$ cat src/rtl/cordic_sincos_iter_if.sv
// ----------------------------------------------------------------------------
// cordic_sincos_iter_if
//
// Handshake bundle for the iterative CORDIC sin/cos unit. An angle is offered
// on the input side with in_valid/in_ready and the cos/sin result comes back
// with out_valid/out_ready. All data fields are signed Q3.(WIDTH-3).
//
// Parameters:
//   WIDTH      data width of angle, cos_out and sin_out
//
// Signals:
//   in_valid   angle offered by the source
//   in_ready   CORDIC accepts the angle this cycle
//   angle      radians, Q3.(WIDTH-3)
//   out_valid  cos_out/sin_out hold a result
//   out_ready  downstream accepts the result
//   cos_out    cos(angle), Q3.(WIDTH-3)
//   sin_out    sin(angle), Q3.(WIDTH-3)
//
// Modports:
//   master     angle source / result sink (drives in_valid, angle, out_ready)
//   slave      the CORDIC unit itself
// ----------------------------------------------------------------------------
interface cordic_sincos_iter_if #(
   parameter int WIDTH = 22
);
   logic                    in_valid;
   logic                    in_ready;
   logic signed [WIDTH-1:0] angle;
   logic                    out_valid;
   logic                    out_ready;
   logic signed [WIDTH-1:0] cos_out;
   logic signed [WIDTH-1:0] sin_out;

   modport master (
      output in_valid,
      output angle,
      output out_ready,
      input  in_ready,
      input  out_valid,
      input  cos_out,
      input  sin_out
   );

   modport slave (
      input  in_valid,
      input  angle,
      input  out_ready,
      output in_ready,
      output out_valid,
      output cos_out,
      output sin_out
   );
endinterface

$ cat src/rtl/cordic_sincos_iter.sv
// ----------------------------------------------------------------------------
// cordic_sincos_iter
//
// Iterative rotation-mode CORDIC producing cos and sin of a signed angle.
// One micro-rotation is performed per clock; a result is available ITER+1
// clocks after the angle is accepted (counting the accepting edge). Sits
// between the angle generator and the FP pack stage of the trig datapath.
//
// Parameters:
//   WIDTH  data width, all values signed Q3.(WIDTH-3); legal 16..32
//   ITER   micro-rotations per operation; legal 8..WIDTH-4 (max 28)
//
// Ports:
//   clk      rising-edge clock
//   reset_n  asynchronous, active-low reset
//   io       cordic_sincos_iter_if.slave (in_valid/in_ready/angle,
//            out_valid/out_ready/cos_out/sin_out)
//
// Configuration macro:
//   QUAD_EXT_EN  when defined the input range extends to +/-pi: angles beyond
//                +/-pi/2 are folded by pi at load time and both results are
//                negated on completion. When undefined there is no folding
//                and |angle| > pi/2 yields meaningless values (timing and
//                handshake are unchanged).
// ----------------------------------------------------------------------------
module cordic_sincos_iter #(
   parameter int WIDTH = 22,
   parameter int ITER  = 16
) (
   input logic                clk,
   input logic                reset_n,
   cordic_sincos_iter_if.slave io
);

   localparam int FRAC  = WIDTH - 3;
   localparam int SHIFT = 30 - FRAC;

   typedef enum logic [1:0] {
      IDLE,
      RUN,
      DONE
   } state_t;

   // Arctangent table in Q2.30: atan(2^-idx) * 2^30, rounded. From idx = 10
   // onwards atan(2^-idx) rounds to exactly 2^(30-idx) at this precision.
   function automatic logic [31:0] atanQ30(input logic [4:0] idx);
      logic [31:0] value;
      case (idx)
         5'd0:    value = 32'h3243F6A9;
         5'd1:    value = 32'h1DAC6705;
         5'd2:    value = 32'h0FADBAFD;
         5'd3:    value = 32'h07F56EA7;
         5'd4:    value = 32'h03FEAB77;
         5'd5:    value = 32'h01FFD55C;
         5'd6:    value = 32'h00FFFAAB;
         5'd7:    value = 32'h007FFF55;
         5'd8:    value = 32'h003FFFEB;
         5'd9:    value = 32'h001FFFFD;
         default: value = (idx <= 5'd27) ? (32'd1 << (5'd30 - idx)) : 32'd0;
      endcase
      return value;
   endfunction

   // Converts a non-negative Q2.30 constant to Q3.FRAC with round-half-up.
   function automatic logic signed [WIDTH-1:0] scaleQ30(input logic [63:0] v);
      return WIDTH'((v + (64'd1 << (SHIFT - 1))) >> SHIFT);
   endfunction

   // CORDIC gain compensation: x starts at 1/An so the result needs no
   // post-scaling.
   localparam logic signed [WIDTH-1:0] K_INIT = scaleQ30(64'h26DD3B6A);

`ifdef QUAD_EXT_EN
   localparam logic signed [WIDTH-1:0] HALF_PI     = scaleQ30(64'h6487ED51);
   localparam logic signed [WIDTH-1:0] PI          = scaleQ30(64'hC90FDAA2);
   localparam logic signed [WIDTH-1:0] NEG_HALF_PI = -HALF_PI;
`endif

   state_t                  state_q;
   logic signed [WIDTH-1:0] x_q;
   logic signed [WIDTH-1:0] y_q;
   logic signed [WIDTH-1:0] z_q;
   logic [4:0]              i_q;
   logic                    flip_q;
   logic                    outValid_q;
   logic signed [WIDTH-1:0] cos_q;
   logic signed [WIDTH-1:0] sin_q;

   logic                    dir;
   logic signed [WIDTH-1:0] xShift;
   logic signed [WIDTH-1:0] yShift;
   logic signed [WIDTH-1:0] atanStep;
   logic signed [WIDTH-1:0] x_d;
   logic signed [WIDTH-1:0] y_d;
   logic signed [WIDTH-1:0] z_d;
   logic signed [WIDTH-1:0] zLoad;
   logic                    flipLoad;
   logic                    inReady;
   logic                    accept;
   logic                    lastStep;

   // The unit takes a new angle whenever it is idle, and also in the DONE
   // cycle that hands the result downstream, so back-to-back operations
   // run without an idle bubble. Held low while reset is asserted.
   assign inReady  = reset_n && ((state_q == IDLE) ||
                                 ((state_q == DONE) && io.out_ready));
   assign accept   = io.in_valid && inReady;
   assign lastStep = (i_q == 5'(ITER - 1));

   // One micro-rotation from the registered x/y/z. The direction is the sign
   // of the residual angle: a negative residual rotates back positive.
   always_comb begin
      dir      = z_q[WIDTH-1];
      xShift   = x_q >>> i_q;
      yShift   = y_q >>> i_q;
      atanStep = scaleQ30(64'(atanQ30(i_q)));
      x_d      = dir ? (x_q + yShift)   : (x_q - yShift);
      y_d      = dir ? (y_q - xShift)   : (y_q + xShift);
      z_d      = dir ? (z_q + atanStep) : (z_q - atanStep);
   end

   // Initial residual angle. With the quadrant extension, angles outside
   // +/-pi/2 are moved by pi into the convergence range; the flip flag
   // remembers to negate both results at the end since cos/sin(a-pi) = -cos/sin(a).
   always_comb begin
      zLoad    = io.angle;
      flipLoad = 1'b0;
`ifdef QUAD_EXT_EN
      if (io.angle > HALF_PI) begin
         zLoad    = io.angle - PI;
         flipLoad = 1'b1;
      end else if (io.angle < NEG_HALF_PI) begin
         zLoad    = io.angle + PI;
         flipLoad = 1'b1;
      end
`endif
   end

   // Control FSM and datapath registers. Results are copied into dedicated
   // output registers on the final step so that cos_out/sin_out stay stable
   // throughout DONE and across a following operation until the next result.
   always_ff @(posedge clk or negedge reset_n) begin
      if (!reset_n) begin
         state_q    <= IDLE;
         x_q        <= '0;
         y_q        <= '0;
         z_q        <= '0;
         i_q        <= '0;
         flip_q     <= 1'b0;
         outValid_q <= 1'b0;
         cos_q      <= '0;
         sin_q      <= '0;
      end else begin
         case (state_q)
            IDLE: begin
               if (accept) begin
                  x_q     <= K_INIT;
                  y_q     <= '0;
                  z_q     <= zLoad;
                  i_q     <= '0;
                  flip_q  <= flipLoad;
                  state_q <= RUN;
               end
            end

            RUN: begin
               x_q <= x_d;
               y_q <= y_d;
               z_q <= z_d;
               i_q <= i_q + 5'd1;
               if (lastStep) begin
                  cos_q      <= flip_q ? -x_d : x_d;
                  sin_q      <= flip_q ? -y_d : y_d;
                  outValid_q <= 1'b1;
                  state_q    <= DONE;
               end
            end

            DONE: begin
               if (io.out_ready) begin
                  outValid_q <= 1'b0;
                  if (accept) begin
                     x_q     <= K_INIT;
                     y_q     <= '0;
                     z_q     <= zLoad;
                     i_q     <= '0;
                     flip_q  <= flipLoad;
                     state_q <= RUN;
                  end else begin
                     state_q <= IDLE;
                  end
               end
            end

            default: begin
               state_q    <= IDLE;
               outValid_q <= 1'b0;
            end
         endcase
      end
   end

   assign io.in_ready  = inReady;
   assign io.out_valid = outValid_q;
   assign io.cos_out   = cos_q;
   assign io.sin_out   = sin_q;

endmodule

$ cat src/flat_wrapper.sv
// flat-port wrapper written by rule: the top's interface ports become plain ports
module cordic_sincos_iter_flat 
#(
   parameter int WIDTH = 22,
   parameter int ITER  = 16
)
  (clk, reset_n, io_in_valid, io_angle, io_out_ready, io_in_ready, io_out_valid, io_cos_out, io_sin_out);
  cordic_sincos_iter_if #(.WIDTH(WIDTH)) io_i ();
  input logic clk;
  input logic reset_n;
  input wire logic [$bits(io_i.in_valid)-1:0] io_in_valid;
  input wire logic [$bits(io_i.angle)-1:0] io_angle;
  input wire logic [$bits(io_i.out_ready)-1:0] io_out_ready;
  output wire logic [$bits(io_i.in_ready)-1:0] io_in_ready;
  output wire logic [$bits(io_i.out_valid)-1:0] io_out_valid;
  output wire logic [$bits(io_i.cos_out)-1:0] io_cos_out;
  output wire logic [$bits(io_i.sin_out)-1:0] io_sin_out;
  assign io_i.in_valid = io_in_valid;
  assign io_i.angle = io_angle;
  assign io_i.out_ready = io_out_ready;
  assign io_in_ready = io_i.in_ready;
  assign io_out_valid = io_i.out_valid;
  assign io_cos_out = io_i.cos_out;
  assign io_sin_out = io_i.sin_out;
  cordic_sincos_iter #(.WIDTH(WIDTH), .ITER(ITER)) u_core (.clk(clk), .reset_n(reset_n), .io(io_i));
endmodule
$ cat config.mk
export PLATFORM = sky130hd
export DESIGN_NAME = cordic_sincos_iter_flat
export DESIGN_NICKNAME = d
export VERILOG_FILES = /design/src/rtl/cordic_sincos_iter_if.sv /design/src/rtl/cordic_sincos_iter.sv /design/src/flat_wrapper.sv
export SDC_FILE = /design/constraint.sdc
export NUM_CORES = 1
export LEC_CHECK = 0
export CAP_MARGIN = 40
export CORE_MARGIN = 4
export CORE_UTILIZATION = 62
export DETAILED_ROUTE_END_ITERATION = 10
export PLACE_DENSITY = 0.82
export SLEW_MARGIN = 10
export SYNTH_ARGS = -nofsm -noshare
export SYNTH_HDL_FRONTEND = slang
export SYNTH_SLANG_ARGS = --single-unit
$ cat constraint.sdc
create_clock -name clk -period 8.8 [get_ports clk]
set_input_delay 0.88 -clock clk [delete_from_list [all_inputs] [get_ports clk]]
set_output_delay 0.88 -clock clk [all_outputs]
set_load 0.01 [all_outputs]
==> out/results.ini, run 1 <==
[flow_run]
maxCapViolations=0

[sta]
relSlewSlack_pct=44.4
fin_skew_ns=0.0156
finalHoldViolCount=0
fmax_ghz=0.132
finalMaxSlewViolations=0
finalSetupTns_ns=0
rsz0062_at_grt=false
finalSetupViolCount=0
period_share_pct=85.9
worstMarginPinSlew_ns=0.813
final.min_clock_period_ns=7.56

[min_path]
hp-class=flip-flop to flip-flop

[routing]
drtPass1Iterations=6
drc=0
met2RoutedLength_um=16800
drt-met1-wl_um=16700
num_vias=12453
viasPerCell=6.82
top_layer=met4
drt_iter0_markers=1574
wl_per_cell_um=21.3
drt_wl_total_um=38800
routed-wl-met3_um=3960
postRouteAntennaNets=0

[yosys]
synthSimpleGateAreaFrac_pct=19.7
syn_area_um2=12600
synth-xor-area-share_pct=8.05
synthAdderAreaFrac_pct=7.85
syn_area_per_cell_um2=8.20
ys_seq_area_share_pct=23.5
syn_nets=1636
synthMuxAreaShare_pct=12.7
synth_compound_area_share_pct=24.1
ys.flop_type=dfrtp_1
synth_top_family_by_area=compound AO/OA/AOI/OAI gates
synth_cell_types=90
synth_top_area_share_pct=23.5
yosysTopAreaCell=dfrtp_1
synth_edf_count=0
syn_inst=1533
synthArstFlopShare_pct=100
yosys_warnings=0
netlist_top_cells_area=dfrtp_1 (23%), ha_1 (7.4%), mux4_2 (6.8%), o21ai_0 (5.6%), nand2_1 (5.2%)
ys_seq_elements=118

[cts]
clk_latency_ns=0.44
h-tree-depth=4
root_buffer=clkbuf_16
cts_buffers=17
cts_setup_buffers=0
cts_num_sinks=118
cts_tree=done
ctsResizeCount=0
cts_buffer_depth=2
clkTransAtPathRegs_ns=0.07
holdBufCountCts=0

[die]
rows=51
core_area_um2=19700
fp.dieW_um=150
initial_core_util_pct=63.7
io_pins=72
die_h_um=150
die-area_um2=22600

[cells_and_area]
fin_nets=1650
n_antenna_cell=0
area_growth_pct=12.0
drive_gt1_share_pct=9.94

[placement]
port_buffers=71
place.gp.congestion=1.02
hpwl_um=27800

[grt]
grt_pass1_wl_um=62900
grt-ovfl-total=0
antenna_found_initial=0
grt_max_degree=84
grtUsageTotal_pct=34.9
grt_pass1_vias=11883

[worst_setup_path]
start_kind=flip-flop
critPathKind=flip-flop to flip-flop
worstPathArrival_ns=7.92
slowest_delay_ns=0.80
cp_slowest_cell=dfrtp_4
reg2reg_slack_ns=1.24
worst_ep_required_time_ns=9.16
crit_fanout=41
cp_cell_sequence=inv_1 -> ha_1 -> nor2_1 -> a21oi_1 -> nor3_2 -> a21boi_0 -> nor2_1 -> xnor2_1 -> ha_1 -> o21ai_0 -> o211ai_1 -> o311a_1 -> xor2_1 -> ha_1 -> and2_1 -> a221o_1 -> a31oi_1 -> a21oi_1 -> a41oi_1 -> o221ai_1 -> o22a_1 -> a31oi_1 -> o31ai_1 -> a31oi_1
endpoint_kind=flip-flop

[run_status]
status=completed

[kinds of logic after synthesis]
family          count (synthesis)
simple gates                  516
mux                           108
flops                         118
compound gates                472
buf+inv                       128
fa+ha+maj                      77
xor+xnor                      114
[Yosys cell counts (all sizes together), types with 27 or more instances]
cell / n
a21oi: 101
a31oi: 41
buf: 34
clkbuf: 63
dfrtp: 118
ha: 74
inv: 31
mux2: 27
mux2i: 43
mux4: 38
nand2: 173
nand3: 40
nor2: 131
nor3: 31
o21ai: 141
xnor2: 57
xor2: 56
[registers in the layout, indices dropped and copies added, names as in the netlist]
name / flops
u_core.io.cos_out: 22
u_core.io.sin_out: 22
u_core.x_q: 22
u_core.y_q: 22
u_core.z_q: 22
u_core.i_q: 5
u_core.state_q: 2
u_core.io.out_valid: 1
[critical path: cells and delay by family, from the launching register on]
kind / cells / cell delay, ns
simple gates: 4 / 1.36
buf+inv: 1 / 0.25
xor+xnor: 2 / 0.38
fa+ha+maj: 3 / 0.97
flops: 1 / 0.80
compound gates: 14 / 3.67
[final cells by class]
| cell class | count | area [um^2] |
|---|---|---|
| multi-input combinational | 1287 | 9100 |
| fill | 1563 | 5640 |
| sequential | 118 | 2960 |
| timing repair buffer | 92 | 926 |
| clock buffer | 19 | 443 |
| tap | 265 | 332 |
| clock inverter | 13 | 196 |
| inverter | 31 | 116 |
[cell usage in the layout (no fill, tap or decap), drive strengths merged, types with 7 or more instances in the layout]
| cell | n |
|---|---|
| o22ai | 15 |
| clkdlybuf4s50 | 70 |
| a221oi | 11 |
| and3 | 16 |
| o21bai | 7 |
| or3 | 12 |
| and2 | 16 |
| a211oi | 17 |
| dfrtp | 118 |
| inv | 34 |
| mux4 | 38 |
| nor3 | 31 |
| nor2b | 20 |
| ha | 74 |
| nor2 | 131 |
| nand2 | 173 |
| buf | 22 |
| clkbuf | 19 |
| nand3 | 40 |
| o221ai | 9 |
| a211o | 7 |
| nor3b | 7 |
| mux2 | 27 |
| o31ai | 7 |
| xnor2 | 57 |
| o21ai | 141 |
| a31oi | 41 |
| xor2 | 56 |
| or2 | 15 |
| a21oi | 101 |
| o211ai | 8 |
| a21o | 24 |
| nand2b | 22 |
| mux2i | 43 |
| o21a | 11 |
[worst paths after layout]
check                                      from                    to  cells past startpoint
setup / recovery                  u_core.i_q[0]        u_core.z_q[21]                     24
hold / removal             u_core.io.sin_out[5]  u_core.io.sin_out[5]                      2
setup reg to reg                  u_core.i_q[0]        u_core.z_q[21]                     24
hold reg to reg            u_core.io.sin_out[5]  u_core.io.sin_out[5]                      2
max in group asynchronous               reset_n         u_core.i_q[2]                      4
min in group asynchronous               reset_n         u_core.x_q[7]                      2
[per-stage QoR]
step                area (um^2)  worst slack (ns)  instances  hold slack [ns]  util, %
floorplan                 12600              2.22       1533            0.472        -
global placement          13300              1.70       1789            0.460     67.7
detailed placement        13400              1.49       1792            0.470     68.0
CTS                       14000              1.44       1824            0.483     71.2
global route              14100             0.672       1825            0.503     71.4
finish                    14100              1.24       1825            0.477     71.4
[per-layer routing]
layer / GRT usage, % / up-vias
li1: - / 5712
met1: 50.0 / 5890
met2: 52.3 / 732
met3: 7.77 / 119
met4: 12.2 / 0
met5: 0 / -
Power of run 1 is left out: the tool's default activity adds up to more than one toggle a clock period on the data nets, which glitch-free logic cannot reach.
==> inputs of run 2 (changes only) <==
--- a/config.mk
+++ b/config.mk
@@ -9,6 +9,7 @@
 export CORE_MARGIN = 4
 export CORE_UTILIZATION = 62
 export DETAILED_ROUTE_END_ITERATION = 10
+export MAX_ROUTING_LAYER = met4
 export PLACE_DENSITY = 0.82
 export SLEW_MARGIN = 10
 export SYNTH_ARGS = -nofsm -noshare
==> out/results.ini, run 2 (synthesized netlist as in run 1, its figures left out) <==
[run_status]
status=completed

[cts]
h-tree-depth=4  ; unchanged
ctsResizeCount=0  ; unchanged
cts_buffers=17  ; unchanged
cts_setup_buffers=0  ; unchanged
cts_buffer_depth=2  ; unchanged
root_buffer=clkbuf_16
cts_tree=done
holdBufCountCts=0  ; unchanged
clk_latency_ns=0.44  ; about the same
clkTransAtPathRegs_ns=0.07  ; about the same
cts_num_sinks=118  ; unchanged

[grt]
grt-ovfl-total=0  ; unchanged
antenna_found_initial=0  ; unchanged
grtUsageTotal_pct=35.1  ; +0.18 points
grt_pass1_vias=11567  ; -2.7%
grt_max_degree=81  ; -3.6%
grt_pass1_wl_um=61700  ; -1.9%

[sta]
fmax_ghz=0.136  ; +2.5%
setup_ws_ns=1.43  ; +0.184 ns
period_share_pct=83.8  ; -2.1 points
finalHoldViolCount=0  ; unchanged
finalMaxSlewViolations=0  ; unchanged
worstMarginPinSlew_ns=0.874  ; +0.0614 ns
rsz0062_at_grt=false
final.min_clock_period_ns=7.37  ; -0.184 ns
finalSetupViolCount=0  ; unchanged
fin_skew_ns=0.0180  ; +0.00233 ns
finalSetupTns_ns=0  ; unchanged
relSlewSlack_pct=41.6  ; -2.8 points

[die]
io_pins=72  ; unchanged
rows=51  ; unchanged
die_h_um=150  ; unchanged
die-area_um2=22600  ; unchanged
fp.dieW_um=150  ; unchanged
initial_core_util_pct=63.7  ; unchanged
core_area_um2=19700  ; unchanged

[cells_and_area]
fin_cells=1823  ; -0.11%
regArea_um2=2960  ; unchanged
area_growth_pct=11.3
fin_nets=1649  ; -0.061%
fillCellCount=1546  ; -1.1%
n_antenna_cell=0  ; unchanged
final_common_cell=nand2_1
layout_common_cells=nand2_1 (172), o21ai_0 (140), nor2_1 (130), dfrtp_1 (114), a21oi_1 (101)
multi_input_area_um2=9100  ; unchanged
drive_gt1_share_pct=9.88  ; -0.051 points

[worst_setup_path]
worstPathArrival_ns=7.72  ; -0.20 ns
start_kind=flip-flop
endpoint_kind=flip-flop
critPathKind=flip-flop to flip-flop
crit_fanout=28  ; -32%
worst_ep_required_time_ns=9.15  ; about the same

[min_path]
hp-class=primary input to asynchronous set/reset pin

[routing]
num_vias=12328  ; -1.0%
drc=0  ; unchanged
met2RoutedLength_um=16500  ; -2.0%
routed-wl-met3_um=3580  ; -9.6%
top_layer=met4
drt-met1-wl_um=16900  ; +0.80%
drtPass1Iterations=6  ; unchanged
drt_wl_total_um=38000  ; -2.1%
drt_iter0_markers=1302  ; -17%
wl_per_cell_um=20.8  ; -2.0%
viasPerCell=6.76  ; -0.90%
postRouteAntennaNets=0  ; unchanged

[placement]
place.gp.congestion=1.02  ; -0.86%
dp_slack_ns=1.60  ; +0.108 ns
port_buffers=71  ; unchanged
place_inst=1792  ; unchanged
hpwl_um=27500  ; -1.1%

[flow_run]
maxCapViolations=0  ; unchanged

[run 2: per-layer routing]
metal	vias to the layer above	global-route usage, %
met5	-	-
met4	0	10.5
met1	5855	49.6
li1	5716	-
met3	91	7.47
met2	666	51.0
[run 2: area by class of cell]
type                    count  share of cell area [%]
inverters                  31                   0.832
multi-input cells        1287                    65.0
well taps                 265                    2.37
repair buffers             91                    6.30
clock inverters            14                    1.27
flip-flops and latches    118                    21.2
clock buffers              17                    3.04
[run 2: final timing paths]
| path | from | cells past startpoint | to | slack, ns |
|---|---|---|---|---|
| hold reg to reg | u_core.io.sin_out[13] | 2 | u_core.io.sin_out[13] | 0.47 |
| max in group asynchronous | reset_n | 2 | u_core.io.cos_out[4] | 7.46 |
| setup reg to reg | u_core.i_q[0] | 23 | u_core.z_q[21] | 1.43 |
| setup / recovery | u_core.i_q[0] | 23 | u_core.z_q[21] | 1.43 |
| hold / removal | reset_n | 1 | u_core.i_q[0] | 0.32 |
| min in group clk | u_core.io.sin_out[13] | 2 | u_core.io.sin_out[13] | 0.47 |
[run 2: critical path, stage by stage (launching register included)]
cell and delay [ns]:
dfrtp_4 0.63, inv_1 0.23, ha_1 0.61, nor2_1 0.23, nor2_1 0.33, nor3_2 0.20
a21oi_1 0.22, ha_1 0.24, o31ai_1 0.10, a211o_1 0.33, or4b_1 0.70, a221oi_1 0.50
or4b_1 0.55, a21oi_1 0.19, nor2_1 0.07, xor2_1 0.17, ha_1 0.36, nand3_1 0.11
or2_2 0.32, o221ai_1 0.22, o22a_1 0.22, a31oi_1 0.12, or4_1 0.42, a31oi_1 0.18
[run 2: metrics by stage]
stage / instance area [um^2] / hold slack [ns] / utilization (%)
after floorplan: 12600 / 0.472 / -
after global placement: 13400 / 0.459 / 67.7
after detailed placement: 13400 / 0.469 / 67.9
after CTS: 14000 / 0.325 / 71.0
after global routing: 14000 / 0.338 / 71.0
final: 14000 / 0.324 / 71.0
Power of run 2 is left out for the same reason.
